===== config.mk =====
export PLATFORM = sky130hd
export DESIGN_NAME = a2d_avg
export DESIGN_NICKNAME = d
export VERILOG_FILES = /design/src/rtl/tsic_pkg.sv /design/src/rtl/a2d_avg.sv
export SDC_FILE = /design/constraint.sdc
export NUM_CORES = 1
export LEC_CHECK = 0
export BUFFER_PORTS_ARGS = -buffer_cell sky130_fd_sc_hd__buf_2
export CAP_MARGIN = 20
export CELL_PAD_IN_SITES_DETAIL_PLACEMENT = 0
export CELL_PAD_IN_SITES_GLOBAL_PLACEMENT = 2
export CORE_MARGIN = 1
export CORE_UTILIZATION = 39
export CTS_CLUSTER_SIZE = 8
export DETAILED_ROUTE_END_ITERATION = 10
export GPL_TIMING_DRIVEN = 1
export PLACE_DENSITY = 0.9
export SLEW_MARGIN = 0
export SYNTH_ARGS = -nofsm -noshare
export SYNTH_HDL_FRONTEND = slang
export SYNTH_SLANG_ARGS = --single-unit

===== constraint.sdc =====
create_clock -name clk -period 5.1 [get_ports clk]
set_input_delay 1.02 -clock clk [delete_from_list [all_inputs] [get_ports clk]]
set_output_delay 1.02 -clock clk [all_outputs]
set_load 0.05 [all_outputs]

===== src/rtl/tsic_pkg.sv =====
// rtl/tsic_pkg.sv - shared widths and averaging state encoding for the PTAT front end
package tsic_pkg;
    localparam int A2D_W = 12;

    typedef enum logic [1:0] {
        IDLE = 2'd0,
        CONV = 2'd1,
        WAIT = 2'd2,
        DONE = 2'd3
    } avg_state_t;
endpackage


===== src/rtl/a2d_avg.sv =====
// rtl/a2d_avg.sv - averages 2^LOG2_N PTAT_A2D conversions per strt request
// Optional A2D_AVG_ROUND_EN: round-to-nearest with saturation instead of truncation.
module a2d_avg
    import tsic_pkg::*;
#(
    parameter int LOG2_N = 3
) (
    input  logic             clk,
    input  logic             rst_n,
    input  logic             strt,
    output logic             cmplt,
    output logic [A2D_W-1:0] avg,
    output logic             a2d_strt,
    input  logic             a2d_cmplt,
    input  logic [A2D_W-1:0] a2d
);
    localparam int ACC_W = A2D_W + LOG2_N;
    localparam int CNT_W = LOG2_N + 1;
    localparam int LAST  = (1 << LOG2_N) - 1;

    avg_state_t       state_q, state_d;
    logic [ACC_W-1:0] acc_q, acc_d;
    logic [CNT_W-1:0] cnt_q, cnt_d;
    logic [A2D_W-1:0] avg_q, avg_d;
    logic             cmplt_q, cmplt_d;
    logic             a2d_strt_q, a2d_strt_d;
    logic [A2D_W-1:0] result;

`ifdef A2D_AVG_ROUND_EN
    // Half-LSB addend; (1<<0)>>1 yields 0 so a single sample passes through unchanged.
    localparam int HALF = (1 << LOG2_N) >> 1;
    logic [ACC_W:0] rsum;
    logic [ACC_W:0] rshift;

    always_comb begin
        rsum   = {1'b0, acc_q} + (ACC_W+1)'(HALF);
        rshift = rsum >> LOG2_N;
        result = (rshift > (ACC_W+1)'((1 << A2D_W) - 1)) ? {A2D_W{1'b1}}
                                                         : rshift[A2D_W-1:0];
    end
`else
    assign result = A2D_W'(acc_q >> LOG2_N);
`endif

    always_comb begin
        state_d = state_q;
        acc_d   = acc_q;
        cnt_d   = cnt_q;
        avg_d   = avg_q;
        case (state_q)
            IDLE: begin
                if (strt) begin
                    state_d = CONV;
                    acc_d   = '0;
                    cnt_d   = '0;
                end
            end
            CONV: state_d = WAIT;
            WAIT: begin
                if (a2d_cmplt) begin
                    acc_d   = acc_q + ACC_W'(a2d);
                    cnt_d   = cnt_q + CNT_W'(1);
                    state_d = (cnt_q < CNT_W'(LAST)) ? CONV : DONE;
                end
            end
            DONE: begin
                avg_d   = result;
                state_d = IDLE;
            end
            default: state_d = IDLE;
        endcase
        // Registered pulses: a2d_strt coincides with CONV, cmplt/avg land the cycle after DONE.
        a2d_strt_d = (state_d == CONV);
        cmplt_d    = (state_q == DONE);
    end

    always_ff @(posedge clk or negedge rst_n) begin
        if (!rst_n) begin
            state_q    <= IDLE;
            acc_q      <= '0;
            cnt_q      <= '0;
            avg_q      <= '0;
            cmplt_q    <= 1'b0;
            a2d_strt_q <= 1'b0;
        end else begin
            state_q    <= state_d;
            acc_q      <= acc_d;
            cnt_q      <= cnt_d;
            avg_q      <= avg_d;
            cmplt_q    <= cmplt_d;
            a2d_strt_q <= a2d_strt_d;
        end
    end

    assign cmplt    = cmplt_q;
    assign avg      = avg_q;
    assign a2d_strt = a2d_strt_q;
endmodule


# == Word-level counts from Yosys, hierarchy flattened ==
# Cells that the tools add are included.
# word_totals
register_bits,35
inputBits,16
output_inout_bits,14
wordCells,28
# op_classes
n_addsub,2
n_lt_le_gt_ge,1
eq_ne,6
n_mux,10
reduce_logical,3
# ops
cell,n
$mux 15,2
$pmux 15 s2,1
$add 15x12->15,1
$mux 4,2
$pmux 2 s4,1
$pmux 4 s2,1
$mux 2,3
$add 4x1->4 const B,1
$eq 2x1->1 const B,2
$eq 2x2->1 const B,2
$lt 4x3->1 const B,1
$ne 2x2->1 const B,2
$reduce_and 3->1,1
$logic_not 2->1,1
$reduce_bool 2->1,1

# == Longest topological paths before layout ==
# Gate-level depths: netlist of run 1.
# depth
ltp_word,5
mapped_depth,7
mapped_depth_nobuf,7

# == Least setup slack after synthesis of run 1 ==
# No wires, ideal clock.
# synth_path
kind,input-to-reg
start,in a2d[0]
end,reg acc_q[14]
arrival_time_ps,2632
required_ps,5021
path_slack_ps,2389
path_stages,7
path_cell_list,ha_1 fa_1 a211oi_2 o21ai_1 and3_1 o2111ai_1 mux2i_1
# synth_via
elab_chain_len,3
# synth_lines
item,line,rtl
"start, declared",a2d_avg.sv:15,input logic [A2D_W-1:0] a2d
$add 15x12->15,a2d_avg.sv:61,acc_d = acc_q + ACC_W'(a2d);
$mux 15,a2d_avg.sv:60,if (a2d_cmplt) begin
$pmux 15 s2,a2d_avg.sv:50,case (state_q)
"end signal, assigned",a2d_avg.sv:80,acc_q <= '0;
"end signal, assigned",a2d_avg.sv:87,acc_q <= acc_d;
"end, declared",a2d_avg.sv:22,"logic [ACC_W-1:0] acc_q, acc_d;"
# Every way passes these cells. The select of a mux whose other input is x is not followed.
# A chain may end at the register's enable or synchronous reset.

# == Worst setup path after layout of run 1 ==
# Ends and elaborated chain as after synthesis.

==> impl_metrics.env, run 1 <==
export IMPL_fin_crit_ns=2.68
export IMPL_slowest_delay_ns=0.44
export IMPL_placed_area_mm2=0.00213
export IMPL_switching_share=0.444
export IMPL_finalInstanceArea_mm2=0.00222
export IMPL_period_share=0.526
export IMPL_syn_nets=213
export IMPL_die_area_mm2=0.00523
export IMPL_gp_congestion=0.778
export IMPL_fin_worst_skew_ns=0.00666
export IMPL_max_slew_worst_pin_slew_ns=0.793
export IMPL_outcome="completed"
export IMPL_cellInternalPower_uw=676
export IMPL_cts_repair_resized=0
export IMPL_cts_htree_levels=2
export IMPL_setup_tns_ns=0
export IMPL_peakVddDrop_uv=157
export IMPL_area_growth_pct=15.2
export IMPL_postSynth_asyncResetShare=1.00
export IMPL_path_buf_inv=1
export IMPL_max_cap_violations=0
export IMPL_portBuffers=29
export IMPL_ys_seq_area_frac=0.454
export IMPL_r2r_end="acc_q[14]"
export IMPL_seq_power_share=0.355
export IMPL_dp_cells=275
export IMPL_slowest_stage="fa_1"
export IMPL_rows=25
export IMPL_crit_path_end_kind="register"
export IMPL_route_met3_wl_um=117
export IMPL_io_pins=30
export IMPL_die_h_um=72.3
export IMPL_hold_buffers=0
export IMPL_pwr_share_comb=0.478
export IMPL_cp_start_kind="primary input"
export IMPL_synth_cells=183
export IMPL_power_density_mw_per_mm2=547
export IMPL_cts_sinks=35
export IMPL_clock_latency_ns=0.28
export IMPL_drv_slew=0
export IMPL_clock_path_buffers=2
export IMPL_cp_required_ns=5.31
export IMPL_worst_path_stages=8
export IMPL_grt_max_degree=36
export IMPL_crit_type="in2reg"
export IMPL_path_max_fanout=3
export IMPL_drc=0
export IMPL_grt_pass1_wl_um=6780
export IMPL_highest_layer="met4"
export IMPL_ant_nets=0
export IMPL_final_setup_viol_count=0
export IMPL_nets=245
export IMPL_stdcell_count=282
export IMPL_critPathLaunch="a2d[0]"
export IMPL_cts_root_buffer="clkbuf_8"
export IMPL_leakage_uw=0.00113
export IMPL_antenna_found_initial=0
export IMPL_min_from="acc_q[14]"
export IMPL_wl_met2_um=1730
export IMPL_synth_edf_count=0
export IMPL_fp_dieW_um=72.3
export IMPL_diodes=0
export IMPL_grt_usage=0.172
export IMPL_ys_seq_elements=35
export IMPL_hold_path_class="reg2reg"
export IMPL_critPathCapture="acc_q[14]"
export IMPL_synth_warnings=0
export IMPL_drt_met1_wl_um=1950
export IMPL_drt_vias_per_instance=5.02
export IMPL_drt_total_wl_um=3850
export IMPL_cts_setup_buffers=0
export IMPL_routed_via_count=1417
export IMPL_cts_inserted_buffers=5
export IMPL_cts_tree="built"
export IMPL_crit_arrival_ns=2.89
export IMPL_initial_core_util=0.406
export IMPL_r2r_cells=7
export IMPL_first_pass_iters=4
export IMPL_cp_cell_sequence="buf_2 > ha_1 > fa_1 > a211oi_2 > o21ai_1 > and3_1 > o2111ai_1 > mux2i_1"
export IMPL_holdWs_ns=0.482
export IMPL_yosysUniqueCellTypes=39
export IMPL_overflow=0
export IMPL_hold_viol=0
export IMPL_dp_hpwl_um=2820
export IMPL_grt_pass1_vias=1419
export IMPL_wire_per_inst_um=13.7
export IMPL_first_iter_violations=100
export IMPL_p_total_uw=1220
export IMPL_p_clk_frac=0.167
export IMPL_core_mm2=0.00475
export IMPL_syn_mean_instance_area_um2=10.5
export IMPL_reg2reg_from="acc_q[0]"
export IMPL_max_freq_ghz=0.373
export IMPL_clk_pin_slew_ns=0.07
export IMPL_path_delay_family="adder cells"
export IMPL_synth_flop_cell="dfrtp_1"
export IMPL_syn_cell_area_mm2=0.00193
export IMPL_r2r_slack_ns=2.87
export IMPL_rsz0062_at_grt="false"
export IMPL_drive_above_1_share=0.256
export IMPL_relSlewSlack=0.471
export IMPL_p_sw_uw=540
export IMPL_num_fill_cells=467
layout by cell type, fill, tap and decap left out, types with 2 or more instances in the layout:
cell type | netlist | final
a21o_1 | 3 | 3
clkbuf_8 | 0 | 6
o21bai_1 | 2 | 2
a31oi_1 | 3 | 3
a211oi_2 | 2 | 2
a21oi_1 | 7 | 7
and3_1 | 3 | 3
nor2_1 | 7 | 7
dfrtp_1 | 35 | 35
xnor2_1 | 3 | 3
inv_1 | 9 | 9
mux2_2 | 12 | 12
o211ai_1 | 2 | 2
a22o_1 | 3 | 3
ha_1 | 13 | 13
a211oi_1 | 3 | 3
o21ai_0 | 12 | 12
nand2_1 | 22 | 22
xor2_1 | 5 | 5
nand3_1 | 2 | 2
nor3_1 | 4 | 4
mux2i_1 | 4 | 4
o21ai_1 | 8 | 8
buf_2 | 3 | 29
worst reg2reg max path, delay by kind of cell, from the launching register on:
| family | cells | cell delay, ns |
|---|---|---|
| adder cells (fa/ha/maj) | 2 | 0.67 |
| AND/OR/NAND/NOR | 1 | 0.23 |
| AO/OA/AOI/OAI | 3 | 0.67 |
| multiplexers | 1 | 0.21 |
| flip-flops | 1 | 0.38 |
flip-flops by register name, summed over array words and instances, names as in the netlist:
register	flops
cnt_q	4
a2d_strt	1
state_q	2
avg	12
cmplt	1
acc_q	15
worst min-delay path by stage:
stage,end,depth (start not counted)
5_1_grt,acc_q[14],1
4_1_cts,acc_q[14],1
3_5_place_dp,acc_q[2],2
2_1_floorplan,acc_q[14],1
3_3_place_gp,avg[9],2
6_report,acc_q[14],1
metrics by stage:
step	setup WS, ns	util
final	2.42	0.467
after global routing	2.25	0.467
after CTS	2.42	0.467
after detailed placement	2.12	0.449
after global placement	2.16	0.449
after floorplan	2.39	-
cell families (layout without fill, tap and decap cells):
group,after synthesis,in the layout,share of synthesized area
compound gates,51,51,0.175
simple gates,46,46,0.120
flops,35,35,0.454
mux,16,16,0.0909
fa+ha+maj,14,14,0.0947
buf+inv,13,45,0.0292
xor+xnor,8,8,0.0363
Yosys cell counts, drive strengths merged, types with 4 or more instances:
cell type | number | area, um2
a211oi | 5 | 47.5
a21oi | 7 | 35.0
buf | 4 | 22.5
dfrtp | 35 | 876
ha | 13 | 163
inv | 9 | 33.8
mux2 | 12 | 135
mux2i | 4 | 40.0
nand2 | 22 | 82.6
nor2 | 9 | 52.6
nor3 | 4 | 20.0
o21ai | 20 | 100
xor2 | 5 | 43.8
final cells by class:
type | count | area (um2) | area share
Clock inverter | 1 | 5.00 | 0.00225
Timing Repair Buffer | 29 | 145 | 0.0653
Inverter | 9 | 33.8 | 0.0152
Sequential cell | 35 | 876 | 0.394
Multi-Input combinational cell | 135 | 996 | 0.448
Clock buffer | 6 | 82.6 | 0.0372
Tap cell | 67 | 83.8 | 0.0377
power groups by stage:
stage               Sequential [uW]  Combinational [uW]  Clock, uW
floorplan                       530                 361          0
global placement                439                 582          0
detailed placement              438                 584          0
CTS                             433                 587        208
global route                    446                 651        220
finish                          432                 581        203
per-layer routing:
layer / vias up / GRT usage
met3: 6 / 0.0431
met1: 668 / 0.228
met5: - / 0
li1: 724 / -
met4: 0 / 0.0588
met2: 19 / 0.275
Power figures use the tool's default switching activity.
==> run 2, diff against run 1 <==
Settings changed: CORE_UTILIZATION 39 to 36, PLACE_DENSITY 0.9 to 0.85.
Clock period 5.1 ns to 2.47 ns, I/O delays scaled along.
==> run 2 against run 1 <==
Net effect:
- clock power rose by 130%
- global-route usage shrank 1.1 points
- die area rose by 8.1%
- sequential share of layout area is 0.48 points lower
- critical path type is now reg2reg
- largest power group unchanged
==> impl_metrics.env, run 2 (same netlist as run 1, synthesis figures left out) <==
export IMPL_max_cap_violations=0
export IMPL_peakVddDrop_uv=313
export IMPL_cts_inserted_buffers=5
export IMPL_io_pins=30
export IMPL_nets=246
export IMPL_final_cell_mix="dfrtp_1 (35), buf_2 (29), nand2_1 (22)"
export IMPL_crit_path_end_kind="register"
export IMPL_cts_htree_levels=2
export IMPL_first_pass_iters=4
export IMPL_area_growth_pct=16.7
export IMPL_crit_type="reg2reg"
export IMPL_cp_start_kind="register"
export IMPL_grt_usage=0.162
export IMPL_fp_dieW_um=75.2
export IMPL_gp_congestion=0.786
export IMPL_max_slew_worst_pin_slew_ns=0.803
export IMPL_drt_vias_per_instance=5.06
export IMPL_setup_tns_ns=0
export IMPL_max_freq_ghz=0.455
export IMPL_largest_register="acc_q"
export IMPL_initial_core_util=0.375
export IMPL_fin_worst_skew_ns=0.0133
export IMPL_fin_crit_ns=2.20
export IMPL_routed_via_count=1452
export IMPL_hold_buffers=0
export IMPL_wire_per_inst_um=14.0
export IMPL_outcome="completed"
export IMPL_period_share=0.889
export IMPL_num_fill_cells=538
export IMPL_power_density_mw_per_mm2=1140
export IMPL_cts_tree="built"
export IMPL_cts_sinks=35
export IMPL_hold_path_class="in2async"
export IMPL_antenna_found_initial=0
export IMPL_p_total_uw=2570
export IMPL_grt_max_degree=36
export IMPL_mostFrequentLayoutCell="dfrtp_1"
export IMPL_drt_total_wl_um=4020
export IMPL_cts_repair_resized=0
export IMPL_drv_slew=0
export IMPL_die_area_mm2=0.00565
export IMPL_cp_required_ns=2.68
export IMPL_pre_cts_ws_ns=0.0311
export IMPL_clock_path_buffers=2
export IMPL_clk_pin_slew_ns=0.08
export IMPL_core_mm2=0.00514
export IMPL_overflow=0
export IMPL_grt_pass1_vias=1421
export IMPL_final_setup_viol_count=0
export IMPL_slowest_delay_ns=0.41
export IMPL_relSlewSlack=0.464
export IMPL_portBuffers=29
export IMPL_cp_cell_sequence="ha_1 > fa_1 > a211oi_2 > o21ai_1 > and3_1 > o2111ai_1 > mux2i_1"
export IMPL_path_max_fanout=3
export IMPL_setup_slack_ns=0.275
export IMPL_crit_arrival_ns=2.41
export IMPL_r2r_cells=7
export IMPL_die_h_um=75.2
export IMPL_diodes=0
export IMPL_ant_nets=0
export IMPL_rsz0062_at_grt="false"
export IMPL_clock_latency_ns=0.29
export IMPL_leakage_uw=0.00114
export IMPL_dp_hpwl_um=2920
export IMPL_drive_above_1_share=0.263
export IMPL_hold_viol=0
export IMPL_largest_reg_flops=15
export IMPL_cts_root_buffer="clkbuf_8"
export IMPL_slowest_stage="fa_1"
export IMPL_grt_pass1_wl_um=6780
export IMPL_cts_setup_buffers=0
export IMPL_rows=26
export IMPL_finalCoreUtilization=0.438
export IMPL_first_iter_violations=55
export IMPL_drc=0
## run 2: cell count changes in the layout (fill, tap and decap cells not counted)
cell,previous run,this run
buf_4,0,1
clkbuf_8,6,7
clkinv_2,1,0
clkinvlp_4,0,1
## run 2: layout make-up
class                           instances  area [um2]  share of cell area
Multi-Input combinational cell        135         996               0.443
Sequential cell                        35         876               0.389
Timing Repair Buffer                   30         153              0.0679
Clock buffer                            7        96.3              0.0428
Tap cell                               70        87.6              0.0389
Inverter                                9        33.8              0.0150
Clock inverter                          1        7.51             0.00334
## run 2: where the power goes
part | switching (uW) | total, uW | internal (uW)
registers | 140 | 890 | 750
logic | 779 | 1210 | 432
clock network | 213 | 467 | 254
total | 1130 | 2570 | 1440
## run 2: layer usage
metal  share of wire  vias up  GRT usage  wire length (um)
met3           0.018        4     0.0254                72
li1                -      727          -                 -
met2            0.45       16      0.249              1800
met1            0.52      705      0.231              2110
met5               0        -          0                 0
met4           0.011        0     0.0556                44
## run 2: critical path: cells and delay by family (launching register included)
kind / cells / cell delay (ns)
mux: 1 / 0.20
flops: 1 / 0.39
simple gates: 1 / 0.23
compound gates: 3 / 0.66
fa+ha+maj: 2 / 0.64
## run 2: stage by stage
| step | hold slack, ns | std cells | cell area, um2 |
|---|---|---|---|
| final | 0.292 | 287 | 2250 |
| after global routing | 0.361 | 287 | 2250 |
| after CTS | 0.324 | 287 | 2250 |
| after detailed placement | 0.471 | 279 | 2150 |
| after global placement | 0.459 | 279 | 2150 |
| after floorplan | 0.198 | 183 | 1930 |
## run 2: final timing paths
check,startpoint,end,slack (ns)
worst max-delay path,acc_q[0],acc_q[14],0.27
worst min-delay path,rst_n,avg[10],0.29
worst max register to register,acc_q[0],acc_q[14],0.27
worst min register to register,avg[9],avg[9],0.48
max in group asynchronous,rst_n,acc_q[11],1.67
min in group clk,avg[9],avg[9],0.48
